[config.mk]
export PLATFORM = sky130hd
export DESIGN_NAME = prio_arbiter_4
export DESIGN_NICKNAME = d
export VERILOG_FILES = /design/src/rtl/prio_arbiter_4.sv
export SDC_FILE = /design/constraint.sdc
export NUM_CORES = 1
export LEC_CHECK = 0
export CAP_MARGIN = 30
export CORE_ASPECT_RATIO = 1.5
export CORE_MARGIN = 1.5
export CORE_UTILIZATION = 27
export CTS_CLUSTER_SIZE = 10
export DETAILED_ROUTE_END_ITERATION = 8
export PLACE_DENSITY = 0.52
export SLEW_MARGIN = 20
export SYNTH_ARGS = -nofsm -noshare
export SYNTH_HDL_FRONTEND = slang
export SYNTH_SLANG_ARGS = --single-unit
[constraint.sdc]
create_clock -name clk -period 2.8 [get_ports clk]
set_input_delay 0.56 -clock clk [delete_from_list [all_inputs] [get_ports clk]]
set_output_delay 0.56 -clock clk [all_outputs]
set_load 0.01 [all_outputs]
[src/rtl/prio_arbiter_4.sv]
`default_nettype none
// ============================================================================
// Module   : prio_arbiter_4
// Brief    : Four-requester arbiter that grants to the highest index, holds the
//            grant until release or MAX_HOLD expiry, and then idles one cycle.
//            Define ARB_ROUND_ROBIN_EN for rotating priority.
// Revision : 1.0 - initial release
// ============================================================================
module prio_arbiter_4 #(
    parameter int MAX_HOLD = 8
) (
    input  logic       clk,
    input  logic       rst,
    input  logic [3:0] req,
    output logic [3:0] gnt,
    output logic [1:0] gnt_id,
    output logic       gnt_valid,
    output logic       expired
);

    localparam bit         c_hold_en   = (MAX_HOLD != 0);
    localparam logic [7:0] c_hold_last = 8'(MAX_HOLD - 1);

    typedef enum logic [0:0] {
        ST_IDLE  = 1'b0,
        ST_GRANT = 1'b1
    } state_t;

    state_t     r_state;
    logic [7:0] r_cnt;
    logic [3:0] r_gnt;
    logic [1:0] r_gnt_id;
    logic       r_gnt_valid;
    logic       r_expired;

    logic [1:0] w_win_id;
    logic       w_win_any;
    logic       w_owner_req;

`ifdef ARB_ROUND_ROBIN_EN
    logic [1:0] r_last;
    logic [1:0] w_idx;

    // Walk from lowest to highest priority so the highest-priority hit lands last.
    always_comb begin
        w_win_id = 2'b00;
        w_idx    = 2'b00;
        for (int k = 3; k >= 0; k--) begin
            w_idx = r_last - 2'd1 - 2'(k);
            if (req[w_idx]) begin
                w_win_id = w_idx;
            end
        end
    end
`else
    always_comb begin
        w_win_id = 2'd0;
        if (req[3])      w_win_id = 2'd3;
        else if (req[2]) w_win_id = 2'd2;
        else if (req[1]) w_win_id = 2'd1;
    end
`endif

    assign w_win_any   = |req;
    assign w_owner_req = req[r_gnt_id];

    always_ff @(posedge clk) begin
        if (rst) begin
            r_state     <= ST_IDLE;
            r_cnt       <= 8'd0;
            r_gnt       <= 4'b0000;
            r_gnt_id    <= 2'b00;
            r_gnt_valid <= 1'b0;
            r_expired   <= 1'b0;
`ifdef ARB_ROUND_ROBIN_EN
            r_last      <= 2'b00;
`endif
        end else begin
            case (r_state)
                ST_IDLE: begin
                    r_expired <= 1'b0;
                    r_cnt     <= 8'd0;
                    if (w_win_any) begin
                        r_state     <= ST_GRANT;
                        r_gnt       <= 4'b0001 << w_win_id;
                        r_gnt_id    <= w_win_id;
                        r_gnt_valid <= 1'b1;
`ifdef ARB_ROUND_ROBIN_EN
                        r_last      <= w_win_id;
`endif
                    end
                end
                ST_GRANT: begin
                    if (!w_owner_req) begin
                        r_state     <= ST_IDLE;
                        r_gnt       <= 4'b0000;
                        r_gnt_id    <= 2'b00;
                        r_gnt_valid <= 1'b0;
                        r_expired   <= 1'b0;
                    end else if (c_hold_en && (r_cnt == c_hold_last)) begin
                        r_state     <= ST_IDLE;
                        r_gnt       <= 4'b0000;
                        r_gnt_id    <= 2'b00;
                        r_gnt_valid <= 1'b0;
                        r_expired   <= 1'b1;
                    end else begin
                        // Saturate so an unlimited grant never wraps the counter.
                        if (r_cnt != 8'hFF) begin
                            r_cnt <= r_cnt + 8'd1;
                        end
                        r_expired <= 1'b0;
                    end
                end
                default: begin
                    r_state <= ST_IDLE;
                end
            endcase
        end
    end

    assign gnt       = r_gnt;
    assign gnt_id    = r_gnt_id;
    assign gnt_valid = r_gnt_valid;
    assign expired   = r_expired;

endmodule
`default_nettype wire
==> flow_metrics.env, run 1 <==
export IMPL_grt_usage_pct=12.0
export IMPL_coreArea_sq_um=2970
export IMPL_hp_class="reg2reg"
export IMPL_powerDensity_nw_per_um2=513
export IMPL_placed_cells=139
export IMPL_postLayoutCellArea_sq_um=1050
export IMPL_ant_nets=0
export IMPL_postLayoutCoreUtil_pct=35.3
export IMPL_netlist_instances=91
export IMPL_fin_crit_sh_pct=76.0
export IMPL_drc=0
export IMPL_yosys_warnings=0
export IMPL_final_layout_size_suffix_gt1_share_pct=10.6
export IMPL_die_h_um=72.0
export IMPL_crit_path_start_kind="input port"
export IMPL_synth_seq_cells=17
export IMPL_cp_max_fo=13
export IMPL_placed_area_sq_um=1000
export IMPL_max_freq_ghz=0.470
export IMPL_power_leakage_nw=0.397
export IMPL_synth_edf_count=0
export IMPL_h_tree_depth=1
export IMPL_antenna_found_initial=0
export IMPL_cts_root_buf="clkbuf_8"
export IMPL_cp_end_kind="flop"
export IMPL_yosys_top_cells_area="dfxtp_1, a21oi_1, a32o_1, nor2_1, mux4_2"
export IMPL_yosys_area_top_type="dfxtp_1"
export IMPL_synth_top_area_share_pct=39.7
export IMPL_cts_tree="done"
export IMPL_synth_yosys_seq_area_share_pct=39.7
export IMPL_multi_input_area_sq_um=472
export IMPL_diodes=0
export IMPL_syn_nets=98
export IMPL_drv_cap=0
export IMPL_dp_slack_ps=413
export IMPL_hold_violations=0
export IMPL_numPortBuffers=13
export IMPL_start_util_pct=28.8
export IMPL_wirelength_mm=1.90
export IMPL_firstDrtPassIters=4
export IMPL_peakVddDrop_v=0.000227
export IMPL_worst_hold_slack_ps=474
export IMPL_die_w_um=49
export IMPL_syn_to_final_growth_pct=22.3
export IMPL_worstHoldPathCells=1
export IMPL_die_area_sq_um=3530
export IMPL_maxSlewViolCount=0
export IMPL_setup_tns_ps=0
export IMPL_grt_overflow=0
export IMPL_synth_area_sq_um=857
export IMPL_grt_pass1_vias=752
export IMPL_wire_per_inst_um=13.3
export IMPL_crit_type="in2reg"
export IMPL_slowest_delay_ps=570
export IMPL_synthArstFlopShare_pct=0
export IMPL_rows=24
export IMPL_vias_per_cell=5.42
export IMPL_critical_path_slowest_cell="clkdlybuf4s50_1"
export IMPL_status="complete, no violations"
export IMPL_cts_resized=0
export IMPL_critPathRequiredTime_ps=3000
export IMPL_cts_inserted_buffers=3
export IMPL_path_clk_slew_ps=70
export IMPL_rr_worst_depth=4
export IMPL_synth_avg_cell_area_sq_um=9.42
export IMPL_fillCellCount=299
export IMPL_min_period_ps=2130
export IMPL_hold_buffers=0
export IMPL_postCtsSetupRepairBufs=0
export IMPL_dp_hpwl_mm=1.42
export IMPL_crit_chain="clkdlybuf4s50_1 -> mux4_2 -> o31ai_4 -> a211oi_1 -> a22o_1"
export IMPL_clk_latency_ps=250
export IMPL_grt_max_degree=14
export IMPL_p_total_mw=0.538
export IMPL_skew_ps=3.23
export IMPL_vias=775
export IMPL_critPathArrivalTime_ps=2330
export IMPL_rsz0062_at_grt="no"
export IMPL_ios=14
export IMPL_fin_cells=143
export IMPL_relSlewSlack_pct=63.5
export IMPL_grt_first_pass_wirelength_mm=3.31
export IMPL_worstMarginPinSlew_ps=547
export IMPL_synth_cell_type_count=39
export IMPL_place_congestion=0.748
export IMPL_synth_flop_cell="dfxtp_1"
export IMPL_drt_iter0_markers=16
export IMPL_clock_sinks=17
export IMPL_final_seq_area_sq_um=340
export IMPL_fin_nets=112
export IMPL_fin_ws_ps=672
export IMPL_setup_viol=0
export IMPL_clock_path_buffers=2
[routing by layer]
metal | share of wire [%] | vias up | track usage [%] | routed length [um]
li1 | - | 384 | - | -
met1 | 44 | 371 | 13.0 | 832
met2 | 51 | 16 | 21.6 | 961
met3 | 4.2 | 4 | 3.50 | 80
met4 | 1.1 | 0 | 5.08 | 21
met5 | 0 | - | 0 | 0
[placed cells by master (no fill, tap or decap), drive strengths merged, types with 3 or more instances in the layout]
master,n
a21oi,8
a32o,3
and3,4
clkbuf,3
clkdlybuf4s50,13
dfxtp,17
inv,3
nand2,5
nand3,4
nor2,8
nor3,3
o21ai,3
or4,3
[critical path, delay by kind of cell]
family          cells  cell delay (ps)
compound gates      3              870
buf+inv             1              570
mux                 1              320
[report_power, final]
group          switching [mW]  total (mW)  internal [mW]
Sequential             0.0143       0.267          0.253
Combinational          0.0447      0.0861         0.0415
Clock                  0.0860       0.185         0.0988
[cell families after synthesis]
| kind of cell | Yosys count | share of synthesized area [%] |
|---|---|---|
| AOI/OAI and AO/OA | 31 | 28.2 |
| adders and majority gates | 1 | 1.46 |
| buffers and inverters | 7 | 5.25 |
| DFF | 17 | 39.7 |
| muxes | 1 | 2.63 |
| and+or+nand+nor | 34 | 22.8 |
[layout make-up]
cell class | count | area share (%)
tap | 39 | 4.65
timing repair buffer | 13 | 12.4
sequential | 17 | 32.5
multi-input combinational | 67 | 45.0
clock inverter | 1 | 0.477
clock buffer | 3 | 3.94
inverter | 3 | 1.07
[Yosys cell counts (2+ instances only)]
master and n:
nand3_1 4, nor3_1 3, nand2_1 4, a41o_1 2, a32o_1 3, dfxtp_1 17
a211oi_1 2, or4_1 2, nor2_1 8, o21ai_0 3, and3_1 3, a21oi_1 8
a31oi_1 2, inv_1 3, o41ai_1 2, a22o_1 2
[final timing paths]
kind                         endpoint  slack [ps]                   from
setup / recovery  gnt[3]$_SDFFE_PP0P_         670                 req[1]
hold / removal    gnt[1]$_SDFFE_PP0P_         470    gnt[1]$_SDFFE_PP0P_
setup reg to reg  gnt[2]$_SDFFE_PP0P_         760  r_cnt[3]$_SDFFE_PP0P_
hold reg to reg   gnt[1]$_SDFFE_PP0P_         470    gnt[1]$_SDFFE_PP0P_
[sequential cells by signal (all words and copies together) (netlist names)]
signal,flops
gnt_valid,1
r_state,1
r_cnt,8
expired,1
gnt_id,2
gnt,4
(Power assumes the default switching activity.)
==> inputs of run 2 (changes only) <==
--- a/config.mk
+++ b/config.mk
@@ -11,7 +11,7 @@
 export CORE_UTILIZATION = 27
 export CTS_CLUSTER_SIZE = 10
 export DETAILED_ROUTE_END_ITERATION = 8
-export PLACE_DENSITY = 0.52
+export PLACE_DENSITY = 0.54
 export SLEW_MARGIN = 20
 export SYNTH_ARGS = -nofsm -noshare
 export SYNTH_HDL_FRONTEND = slang
==> constraint.sdc (replaced) <==
create_clock -name clk -period 1.95 [get_ports clk]
set_input_delay 0.39 -clock clk [delete_from_list [all_inputs] [get_ports clk]]
set_output_delay 0.39 -clock clk [all_outputs]
set_load 0.01 [all_outputs]
==> run 2 against run 1 <==
  * Sequential share of layout area decreased by 3.0 points
  * Flip-flop and latch count unchanged
  * Sequential power increased by 44%
  * Clock skew decreased by 1.3 ps
  * Critical path depth increased by 1
  * Cell count increased by 9.8%
  * Hold slack improved by 3.2 ps
  * Combinational power increased by 78%
  * Global-route usage increased by 1.3 points
  * Non-clock buffer count increased by 14
  * Critical path type unchanged
  * Highest routed layer unchanged
==> flow_metrics.env, run 2 (synthesized netlist as in run 1, its figures left out) <==
export IMPL_status="complete, no violations"
export IMPL_wire_per_inst_um=13.9
export IMPL_power_frac_seq_pct=47.8
export IMPL_setup_viol=0
export IMPL_firstDrtPassIters=3
export IMPL_clock_sinks=17
export IMPL_grt_max_degree=12
export IMPL_fin_cells=157
export IMPL_die_h_um=72.0
export IMPL_drv_cap=0
export IMPL_hold_violations=0
export IMPL_rr_worst_depth=5
export IMPL_cp_end_kind="flop"
export IMPL_crit_chain="clkdlybuf4s50_1 -> mux4_2 -> o31ai_4 -> a211oi_1 -> buf_4 -> a32o_1"
export IMPL_drc=0
export IMPL_switchingPower_mw=0.217
export IMPL_use_met1_pct=12.5
export IMPL_wirelength_mm=2.19
export IMPL_h_tree_depth=1
export IMPL_cts_inserted_buffers=3
export IMPL_clock_path_buffers=2
export IMPL_fin_ws_ps=153
export IMPL_ant_nets=0
export IMPL_critPathBufInv=2
export IMPL_fin_nets=126
export IMPL_max_freq_ghz=0.557
export IMPL_dp_hpwl_mm=1.65
export IMPL_grt_use_met2_pct=27.2
export IMPL_cts_resized=0
export IMPL_ios=14
export IMPL_syn_to_final_growth_pct=34.6
export IMPL_critical_path_slowest_cell="mux4_2"
export IMPL_coreArea_sq_um=2970
export IMPL_cp_max_fo=6
export IMPL_p_clk_share_pct=33.2
export IMPL_dp_slack_ps=-110
export IMPL_slowest_delay_ps=530
export IMPL_critPathRequiredTime_ps=2100
export IMPL_maxSlewViolCount=0
export IMPL_grt_usage_pct=13.3
export IMPL_vias_per_cell=5.28
export IMPL_worstHoldPathCells=1
export IMPL_grt_overflow=0
export IMPL_numPortBuffers=13
export IMPL_cts_root_buf="clkbuf_8"
export IMPL_final_layout_size_suffix_gt1_share_pct=21.2
export IMPL_fillCellCount=308
export IMPL_busiest_layer="met2"
export IMPL_vias=829
export IMPL_final_common_cell="dfxtp_1"
export IMPL_diodes=0
export IMPL_start_util_pct=28.8
export IMPL_peakVddDrop_v=0.000334
export IMPL_hp_class="reg2reg"
export IMPL_critPathArrivalTime_ps=1950
export IMPL_skew_ps=1.92
export IMPL_intPower_mw=0.588
export IMPL_hold_buffers=0
export IMPL_rsz0062_at_grt="no"
export IMPL_grt_first_pass_wirelength_mm=3.60
export IMPL_die_w_um=49
export IMPL_rows=24
export IMPL_powerDensity_nw_per_um2=697
export IMPL_combPwrFrac_pct=19.0
export IMPL_crit_type="in2reg"
export IMPL_drt_iter0_markers=13
export IMPL_place_congestion=0.817
export IMPL_cts_tree="done"
export IMPL_cp_depth=6
export IMPL_relSlewSlack_pct=73.8
export IMPL_die_area_sq_um=3530
export IMPL_largest_reg_flops=8
export IMPL_p_sw_share_pct=26.9
export IMPL_clk_latency_ps=250
export IMPL_p_total_mw=0.805
export IMPL_regMostFlops="r_cnt"
export IMPL_placed_cells=153
export IMPL_grt_pass1_vias=829
export IMPL_layout_common_cells="dfxtp_1, buf_4, clkdlybuf4s50_1"
export IMPL_fin_crit_sh_pct=92.1
export IMPL_worstMarginPinSlew_ps=392
export IMPL_path_clk_slew_ps=70
export IMPL_crit_family="buffers and inverters"
export IMPL_antenna_found_initial=0
export IMPL_postCtsSetupRepairBufs=0
export IMPL_crit_path_start_kind="input port"
export IMPL_grt_use_met3_pct=2.26
export IMPL_min_period_ps=1800
export IMPL_power_leakage_nw=0.467
==> run 2: cell types whose count changed in the layout (fill, tap and decap cells not counted) <==
| cell | before | now |
|---|---|---|
| buf_4 | 0 | 14 |
==> run 2: power by group through the flow <==
stage	clock (mW)	sequential (mW)	combinational, mW
floorplan	0	0.385	0.0886
global placement	0	0.391	0.151
detailed placement	0	0.391	0.154
CTS	0.277	0.384	0.155
global route	0.288	0.386	0.167
finish	0.267	0.384	0.153
==> run 2: routing by layer <==
| metal | wire length (um) | vias up | part of all wire (%) |
|---|---|---|---|
| li1 | - | 414 | - |
| met1 | 889 | 395 | 41 |
| met2 | 1200 | 15 | 55 |
| met3 | 59 | 5 | 2.7 |
| met4 | 38 | 0 | 1.7 |
| met5 | 0 | - | 0 |
==> run 2: worst paths after layout <==
check / slack [ps] / end / from
worst max-delay path: 150 / gnt[2]$_SDFFE_PP0P_ / req[3]
worst max register to register: 180 / gnt[2]$_SDFFE_PP0P_ / r_cnt[3]$_SDFFE_PP0P_
worst min-delay path: 480 / gnt[2]$_SDFFE_PP0P_ / gnt[2]$_SDFFE_PP0P_
worst min register to register: 480 / gnt[2]$_SDFFE_PP0P_ / gnt[2]$_SDFFE_PP0P_
==> run 2: through the flow <==
stage / area (sq um) / utilization, % / hold WS (ps) / TNS [ps]
floorplan: 857 / - / 466 / 0
global placement: 1110 / 37.2 / 458 / -545
detailed placement: 1110 / 37.2 / 461 / -775
CTS: 1150 / 38.8 / 483 / 0
global route: 1150 / 38.8 / 510 / 0
finish: 1150 / 38.8 / 478 / 0
==> run 2: cell type report <==
class	instances	area, sq um	share of cell area [%]
clock buffers	3	41.3	3.58
clock inverters	1	5.00	0.434
inverters	3	11.3	0.976
multi-input cells	67	472	40.9
flip-flops and latches	17	340	29.5
well taps	39	48.8	4.23
repair buffers	27	235	20.4
